### src/rtl/pipe_hazard_unit.sv
// ---------------------------------------------------------------------------
// pipe_hazard_unit
//
// Hazard detection, operand forwarding and pipeline control for the 5-stage
// MIPS core. A registered shadow of the EX, MEM and WB stages (valid, dest,
// regwrite, memread, memwrite, plus rs/rt for EX) advances in lockstep with
// the pipeline registers. The shadow drives stall/bubble/flush/freeze and the
// forwarding selects combinationally in the same cycle.
//
// Optional feature: define HAZ_PERF_CNT_EN to build the stall/flush/freeze
// performance counters. When it is undefined, the counter outputs are tied
// to zero and no counter flops exist.
//
// Ports
//   clk_i, rst_i           clock, asynchronous active-high reset
//   id_rs_i, id_rt_i       source registers of the instruction in IF/ID
//   id_dest_i              resolved destination of the ID instruction
//   id_regwrite_i,
//   id_memread_i,
//   id_memwrite_i          decoded controls of the ID instruction
//   id_branch_i            ID instruction compares rs/rt in ID
//   id_taken_i             branch taken or jump resolved in ID
//   dmem_ready_i           data memory has completed the MEM access
//   stall_o                hold PC and IF/ID
//   bubble_o               zero the controls entering ID/EX
//   flush_o                clear IF/ID
//   freeze_o               hold every pipeline register
//   fwd_a_o, fwd_b_o       EX operand select (00 RF, 01 WB, 10 EX/MEM ALU)
//   fwd_id_a_o, fwd_id_b_o select EX/MEM ALU result for the ID compare
//   stall_cnt_o,
//   flush_cnt_o,
//   freeze_cnt_o           perf counters (zero unless HAZ_PERF_CNT_EN)
// ---------------------------------------------------------------------------
module pipe_hazard_unit #(
  parameter int REG_AW = 5,
  parameter int CNT_W  = 32
) (
  input  logic              clk_i,
  input  logic              rst_i,
  input  logic [REG_AW-1:0] id_rs_i,
  input  logic [REG_AW-1:0] id_rt_i,
  input  logic [REG_AW-1:0] id_dest_i,
  input  logic              id_regwrite_i,
  input  logic              id_memread_i,
  input  logic              id_memwrite_i,
  input  logic              id_branch_i,
  input  logic              id_taken_i,
  input  logic              dmem_ready_i,
  output logic              stall_o,
  output logic              bubble_o,
  output logic              flush_o,
  output logic              freeze_o,
  output logic [1:0]        fwd_a_o,
  output logic [1:0]        fwd_b_o,
  output logic              fwd_id_a_o,
  output logic              fwd_id_b_o,
  output logic [CNT_W-1:0]  stall_cnt_o,
  output logic [CNT_W-1:0]  flush_cnt_o,
  output logic [CNT_W-1:0]  freeze_cnt_o
);

  // Shadow entries: p0 = EX, p1 = MEM, p2 = WB.
  logic              vld_p0_q, vld_p0_d, vld_p1_q, vld_p1_d, vld_p2_q, vld_p2_d;
  logic [REG_AW-1:0] dest_p0_q, dest_p0_d, dest_p1_q, dest_p1_d, dest_p2_q, dest_p2_d;
  logic              rw_p0_q, rw_p0_d, rw_p1_q, rw_p1_d, rw_p2_q, rw_p2_d;
  logic              mr_p0_q, mr_p0_d, mr_p1_q, mr_p1_d, mr_p2_q, mr_p2_d;
  logic              mw_p0_q, mw_p0_d, mw_p1_q, mw_p1_d, mw_p2_q, mw_p2_d;
  logic [REG_AW-1:0] rs_p0_q, rs_p0_d, rt_p0_q, rt_p0_d;

  logic wr_p0, wr_p1, wr_p2;
  logic freeze_raw, lu_stall, br_stall, stall_raw, bubble_raw;
  logic unused_wb_mem_ctrl;

  // WB memory controls are kept for a complete shadow but never consulted.
  assign unused_wb_mem_ctrl = ^{mr_p2_q, mw_p2_q};

  // A writer never matches register 0.
  assign wr_p0 = vld_p0_q && rw_p0_q && (dest_p0_q != '0);
  assign wr_p1 = vld_p1_q && rw_p1_q && (dest_p1_q != '0);
  assign wr_p2 = vld_p2_q && rw_p2_q && (dest_p2_q != '0);

  assign freeze_raw = vld_p1_q && (mr_p1_q || mw_p1_q) && !dmem_ready_i;
  assign lu_stall   = wr_p0 && mr_p0_q &&
                      ((dest_p0_q == id_rs_i) || (dest_p0_q == id_rt_i));
  // A branch compares in ID, so an ALU result still in EX is one cycle too
  // late, and a load in MEM is not available until it reaches WB.
  assign br_stall   = id_branch_i &&
                      ((wr_p0 && ((dest_p0_q == id_rs_i) || (dest_p0_q == id_rt_i))) ||
                       (wr_p1 && mr_p1_q &&
                        ((dest_p1_q == id_rs_i) || (dest_p1_q == id_rt_i))));
  assign stall_raw  = freeze_raw || lu_stall || br_stall;
  assign bubble_raw = !freeze_raw && (lu_stall || br_stall);

  always_comb begin
    stall_o    = 1'b0;
    bubble_o   = 1'b0;
    flush_o    = 1'b0;
    freeze_o   = 1'b0;
    fwd_a_o    = 2'b00;
    fwd_b_o    = 2'b00;
    fwd_id_a_o = 1'b0;
    fwd_id_b_o = 1'b0;
    if (!rst_i) begin
      stall_o  = stall_raw;
      bubble_o = bubble_raw;
      flush_o  = id_taken_i && !stall_raw;
      freeze_o = freeze_raw;
      // MEM (younger result) takes priority over WB.
      if (wr_p1 && !mr_p1_q && (dest_p1_q == rs_p0_q))      fwd_a_o = 2'b10;
      else if (wr_p2 && (dest_p2_q == rs_p0_q))             fwd_a_o = 2'b01;
      if (wr_p1 && !mr_p1_q && (dest_p1_q == rt_p0_q))      fwd_b_o = 2'b10;
      else if (wr_p2 && (dest_p2_q == rt_p0_q))             fwd_b_o = 2'b01;
      fwd_id_a_o = id_branch_i && wr_p1 && !mr_p1_q && (dest_p1_q == id_rs_i);
      fwd_id_b_o = id_branch_i && wr_p1 && !mr_p1_q && (dest_p1_q == id_rt_i);
    end
  end

  always_comb begin
    vld_p0_d = vld_p0_q; dest_p0_d = dest_p0_q; rw_p0_d = rw_p0_q;
    mr_p0_d  = mr_p0_q;  mw_p0_d   = mw_p0_q;   rs_p0_d = rs_p0_q; rt_p0_d = rt_p0_q;
    vld_p1_d = vld_p1_q; dest_p1_d = dest_p1_q; rw_p1_d = rw_p1_q;
    mr_p1_d  = mr_p1_q;  mw_p1_d   = mw_p1_q;
    vld_p2_d = vld_p2_q; dest_p2_d = dest_p2_q; rw_p2_d = rw_p2_q;
    mr_p2_d  = mr_p2_q;  mw_p2_d   = mw_p2_q;
    if (!freeze_raw) begin
      vld_p2_d = vld_p1_q; dest_p2_d = dest_p1_q; rw_p2_d = rw_p1_q;
      mr_p2_d  = mr_p1_q;  mw_p2_d   = mw_p1_q;
      vld_p1_d = vld_p0_q; dest_p1_d = dest_p0_q; rw_p1_d = rw_p0_q;
      mr_p1_d  = mr_p0_q;  mw_p1_d   = mw_p0_q;
      if (bubble_raw) begin
        // All-zero bubble: rs/rt of 0 can never pick up a forward.
        vld_p0_d = 1'b0; dest_p0_d = '0; rw_p0_d = 1'b0;
        mr_p0_d  = 1'b0; mw_p0_d   = 1'b0; rs_p0_d = '0; rt_p0_d = '0;
      end else begin
        vld_p0_d = 1'b1;          dest_p0_d = id_dest_i;     rw_p0_d = id_regwrite_i;
        mr_p0_d  = id_memread_i;  mw_p0_d   = id_memwrite_i;
        rs_p0_d  = id_rs_i;       rt_p0_d   = id_rt_i;
      end
    end
  end

  // ---- stage boundary: ID -> EX -> MEM -> WB shadow registers ----
  always_ff @(posedge clk_i or posedge rst_i) begin
    if (rst_i) begin
      vld_p0_q <= 1'b0;
      vld_p1_q <= 1'b0;
      vld_p2_q <= 1'b0;
    end else begin
      vld_p0_q <= vld_p0_d;
      vld_p1_q <= vld_p1_d;
      vld_p2_q <= vld_p2_d;
    end
  end

  always_ff @(posedge clk_i) begin
    dest_p0_q <= dest_p0_d; rw_p0_q <= rw_p0_d; mr_p0_q <= mr_p0_d; mw_p0_q <= mw_p0_d;
    rs_p0_q   <= rs_p0_d;   rt_p0_q <= rt_p0_d;
    dest_p1_q <= dest_p1_d; rw_p1_q <= rw_p1_d; mr_p1_q <= mr_p1_d; mw_p1_q <= mw_p1_d;
    dest_p2_q <= dest_p2_d; rw_p2_q <= rw_p2_d; mr_p2_q <= mr_p2_d; mw_p2_q <= mw_p2_d;
  end

`ifdef HAZ_PERF_CNT_EN
  logic [CNT_W-1:0] stall_cnt_q, stall_cnt_d;
  logic [CNT_W-1:0] flush_cnt_q, flush_cnt_d;
  logic [CNT_W-1:0] freeze_cnt_q, freeze_cnt_d;

  always_comb begin
    stall_cnt_d  = stall_cnt_q  + CNT_W'(stall_o);
    flush_cnt_d  = flush_cnt_q  + CNT_W'(flush_o);
    freeze_cnt_d = freeze_cnt_q + CNT_W'(freeze_o);
  end

  always_ff @(posedge clk_i or posedge rst_i) begin
    if (rst_i) begin
      stall_cnt_q  <= '0;
      flush_cnt_q  <= '0;
      freeze_cnt_q <= '0;
    end else begin
      stall_cnt_q  <= stall_cnt_d;
      flush_cnt_q  <= flush_cnt_d;
      freeze_cnt_q <= freeze_cnt_d;
    end
  end

  assign stall_cnt_o  = stall_cnt_q;
  assign flush_cnt_o  = flush_cnt_q;
  assign freeze_cnt_o = freeze_cnt_q;
`else
  assign stall_cnt_o  = '0;
  assign flush_cnt_o  = '0;
  assign freeze_cnt_o = '0;
`endif

endmodule

### config.mk
export PLATFORM = sky130hd
export DESIGN_NAME = pipe_hazard_unit
export DESIGN_NICKNAME = d
export VERILOG_FILES = /design/src/rtl/pipe_hazard_unit.sv
export SDC_FILE = /design/constraint.sdc
export NUM_CORES = 1
export LEC_CHECK = 0
export CORE_UTILIZATION = 35
export DETAILED_ROUTE_END_ITERATION = 8
export GPL_TIMING_DRIVEN = 1
export PLACE_DENSITY = 0.73
export SLEW_MARGIN = 0
export SYNTH_ARGS = -nofsm -noshare
export SYNTH_HDL_FRONTEND = slang
export SYNTH_SLANG_ARGS = --single-unit
### constraint.sdc
create_clock -name clk_i -period 1.85 [get_ports clk_i]
set_input_delay 0.2775 -clock clk_i [delete_from_list [all_inputs] [get_ports clk_i]]
set_output_delay 0.2775 -clock clk_i [all_outputs]
set_load 0.02 [all_outputs]
## Word-level counts from Yosys, hierarchy flattened

Index checks and enable logic that the tools add are counted.

| word-level totals | value |
|---|---|
| register bits after elaboration | 35 |
| input port bits | 23 |
| logic and storage cells | 75 |

| operators by class | value |
|---|---|
| muxes and demuxes | 13 |
| reductions and logical operators | 39 |
| equality and inequality tests | 8 |

Operators by type and width:

| cell | number |
|---|---|
| 5-bit equality test | 8 |
| 1-bit logical AND | 25 |
| 5-bit nonzero test | 3 |
| 1-bit two-way mux | 9 |
| 2-bit two-way mux | 4 |
| 1-bit logical OR | 7 |
| 1-bit logical NOT | 4 |

## Depth between registers and ports, before layout

| logic depth | value |
|---|---|
| depth after elaboration | 10 |
| mapped depth | 7 |
| depth with buffers taken out | 5 |

## Least setup slack after synthesis

OpenSTA, ideal clock, no wires.

| timing path | value |
|---|---|
| kind | flip-flop to output port |
| from | register dest_p2_q[2] |
| to | output fwd_a_o[0] |
| data required time | 1.572 ns |
| path slack | -0.176 ns |
| arrival | 1.748 ns |
| stages on the path, launching flop included | 5 |
| path through | edfxtp_1 > or4_1 > o2111ai_1 > or4_1 > nor4_1 |

| between the ends | value |
|---|---|
| word-level cells in the longest chain between the ends | 6 |
| elaborated cells on any way between the ends | 7 |
| classes of those cells | eq/ne (1); mux (3); reduce/logical (3) |

RTL lines:

| what | line | RTL |
|---|---|---|
| start, declared | 64 | `logic [REG_AW-1:0] dest_p0_q, dest_p0_d, dest_p1_q, dest_p1_d, dest_p2_q, dest_p2_d;` |
| start signal, assigned | 159 | `dest_p2_q <= dest_p2_d; rw_p2_q <= rw_p2_d; mr_p2_q <= mr_p2_d; mw_p2_q <= mw_p2_d;` |
| 5-bit nonzero test | 80 | `assign wr_p2 = vld_p2_q && rw_p2_q && (dest_p2_q != '0);` |
| 1-bit logical AND | 80 |  |
| 1-bit logical AND (*) | 110 | `else if (wr_p2 && (dest_p2_q == rs_p0_q)) fwd_a_o = 2'b01;` |
| 1-bit two-way mux (*) | 110 |  |
| 2-bit two-way mux (*) | 109 | `if (wr_p1 && !mr_p1_q && (dest_p1_q == rs_p0_q)) fwd_a_o = 2'b10;` |
| 2-bit two-way mux (*) | 103 | `if (!rst_i) begin` |
| end, declared | 53 | `output logic [1:0] fwd_a_o,` |

Every way passes the cells marked *; elsewhere a longest branch is shown, timed or not.

## Worst setup path in the final report

Same ends and word-level chain as after synthesis.

==> impl_results.md <==
- Top cells by count, synth: buf_4 (96), edfxtp_1 (32), xor2_1 (28)
- Register bit total from synthesis: 35
- Total detailed-routing wirelength: 5398 µm
- CP arrival: 1.98 ns
- Most frequent cell on the critical path: buf_4
- Crit path time final: 2.259 ns
- Remaining routing DRC violations: 0
- HP Class: input pin to async pin
- Failing checks: setup timing
- Pins Over Slew Limit: 0
- RSZ-0062 raised after global routing: yes
- Worst setup SP type: flop
- PnR Total Power: 2.501 mW
- DR iter-0 viols: 37
- Worst R2R Path Depth: 8
- PD cells: 684.3 nW/µm²
- Chip width: 89.94 µm
- Wire length per cell: 12.05 µm
- First-pass GRT wire length: 8162 µm
- CP Class: flop to output port
- Area Overhead vs Synth: 35.04%
- CTS tree: yes
- Placeable Area: 7370 µm²
- Synthesized area: 2706 µm²
- Initial core utilization: 0.3672
- Top area cells in the synthesized netlist: edfxtp_1 (36%), buf_4 (27%), xor2_1 (9.1%), nor3b_2 (4.6%), xnor2_1 (3.9%)
- Crit-path cells: buf_4, xor2_1, or4_4, nor4_4, buf_4
- Crit-path slowest cell: or4_4
- Sequential fraction of the synthesis area: 0.3828
- Total track usage: 0.1292
- CP Capture Type: output port
- EDFF count, synth: 32
- Worst path top cell family by delay: simple AND/OR/NAND/NOR gates
- Detailed Routing Iterations Pass 1: 4
- Root Buffer: clkbuf_8
- Clk Latency, worst-skew pair: 0.29 ns
- Ys async rst share: 0.08571
- CTS Sinks: 35
- Gate count after technology mapping: 253
- Pre-CTS setup slack: -0.8952 ns
- Max IR drop VDD: 454.0 µV
- Outcome: finished, violations left
- Largest area contributor in the netlist: edfxtp_1
- Top-count cell post-synth: buf_4
- Max Clock Skew: 0.005312 ns
- Vias in the first global route: 1737
- Boundary pin count: 129
- CTS clk-pin slew, worst paths: 0.07 ns
- Critical path depth: 5
- Top-area cell type share of the netlist area: 0.3551
- CTS Buffer Depth: 2
- P_leak: 1.569 nW
- RD Place Congestion: 0.9003
- HPWL Detailed: 3936 µm
- Period utilization: 1.221
- Nets: 371
- Row Count: 31
- Worst setup margin: -0.4088 ns
- Worst path required time: 1.57 ns
- Fmax: 0.4427 GHz
- Fillers: 644
- Port Buffers: 32
- Max-Cap Viols: 0
- CTS buffer count: 5
- Vias per cell: 4.098
- Die height: 89.94 µm
- Synth Flop Type: edfxtp_1
- Syn avg cell area: 10.70 µm²
- Register area: 1036 µm²
- Distinct cell type count after synthesis: 35
- Initial antenna violation count: 0
- Antenna Nets Post-Route: 0
- Footprint of the multi-input gates: 1544 µm²
- Final setup viols: 28
- Synth warn: 0
- Largest net degree at the start of global routing: 20
- CP bufs+invs: 2
- Final Hold Fails: 0
- H-tree depth: 2
- Layout cells sized above 1: 0.3926
- Max stage delay on crit path: 0.49 ns
- Post-CTS Hold Buffers: 0
- ANT cells: 0
- Global route overflow: 0
- Routed via count: 1836
- DIE AREA: 8088 µm²
- Worst-path maximum fanout: 3
through the flow:
stage	hold slack, ns	instance area (µm²)	instances	setup TNS (ns)	utilization
2_1_floorplan	0.06608	3102	348	0	-
3_3_place_gp	0.4017	3114	422	-14.19	0.4226
3_5_place_dp	0.4236	3114	422	-15.30	0.4226
4_1_cts	0.3728	3351	437	-5.600	0.4547
5_1_grt	0.3893	3655	448	-8.111	0.4959
6_report	0.3747	3655	448	-5.715	0.4959
layout make-up:
class,instances,share of cell area
Tap cell,99,0.03389
Inverter,1,0.001027
Clock buffer,5,0.01883
Timing Repair Buffer,97,0.2362
Multi-Input combinational cell,208,0.4225
Clock inverter,3,0.004108
Sequential cell,35,0.2835
what timing repair did:
item                       CTS  global route
buffers inserted             7            13
setup endpoints to repair   29            29
pin swaps                   19            22
gates resized for setup     80            45
path summary, 6_finish.rpt:
kind,end,slack [ns],start
setup / recovery,fwd_a_o[0],-0.41,dest_p2_q[2]$_DFFE_PN_
max in group asynchronous,vld_p2_q$_DFFE_PP0N_,1.35,rst_i
hold reg to reg,mw_p1_q$_DFFE_PN_,0.44,mw_p0_q$_SDFFCE_PP0N_
setup reg to reg,rs_p0_q[1]$_SDFFCE_PP0N_,-0.16,dest_p1_q[1]$_DFFE_PN_
min in group clk_i,mw_p1_q$_DFFE_PN_,0.44,mw_p0_q$_SDFFCE_PP0N_
hold / removal,vld_p1_q$_DFFE_PP0N_,0.37,rst_i
layout by cell type, fill, tap and decap left out, types with 4 or more instances in the layout:
| cell type | n |
|---|---|
| xnor2_1 | 6 |
| xor2_1 | 26 |
| nor3_2 | 4 |
| nor3b_1 | 7 |
| clkdlybuf4s50_1 | 19 |
| clkbuf_8 | 5 |
| nor3b_2 | 11 |
| nand3_2 | 5 |
| conb_1 | 96 |
| xnor2_2 | 5 |
| buf_6 | 18 |
| edfxtp_1 | 32 |
| buf_4 | 56 |
| nor4_4 | 4 |
| nor2_1 | 5 |
power breakdown:
| part | internal (mW) | switching [mW] |
|---|---|---|
| combinational | 0.402 | 0.508 |
| clock | 0.255 | 0.277 |
| sequential | 0.979 | 0.0795 |
| total | 1.64 | 0.864 |
flip-flops by register name, summed over array words and instances, names as in the netlist:
signal     cells
dest_p0_q      5
dest_p1_q      5
dest_p2_q      5
rs_p0_q        5
rt_p0_q        5
mr_p0_q        1
mr_p1_q        1
mw_p0_q        1
mw_p1_q        1
rw_p0_q        1
rw_p1_q        1
rw_p2_q        1
vld_p0_q       1
vld_p1_q       1
vld_p2_q       1
kinds of logic (layout without fill, tap and decap cells):
family	count (synthesis)	count (layout)	share of synthesized area
AOI/OAI and AO/OA	11	11	0.03422
and+or+nand+nor	61	61	0.1595
DFF	35	35	0.3828
other	1	96	0.001386
xor gates and xnor gates	40	40	0.1295
buffers and inverters	105	106	0.2926
worst reg2reg max path, delay by kind of cell, from the launching register on:
| kind | cells | cell delay (ns) |
|---|---|---|
| AOI/OAI and AO/OA | 1 | 0.15 |
| xor gates and xnor gates | 1 | 0.20 |
| and+or+nand+nor | 3 | 0.44 |
| buffers and inverters | 3 | 0.49 |
| DFF | 1 | 0.48 |
routing by layer:
| layer | global-route usage | wire (µm) |
|---|---|---|
| met5 | 0 | 0 |
| met4 | 0.06855 | 169 |
| met3 | 0.02707 | 272 |
| met2 | 0.2481 | 3115 |
| met1 | 0.1296 | 1841 |
Power figures use the tool's default switching activity.
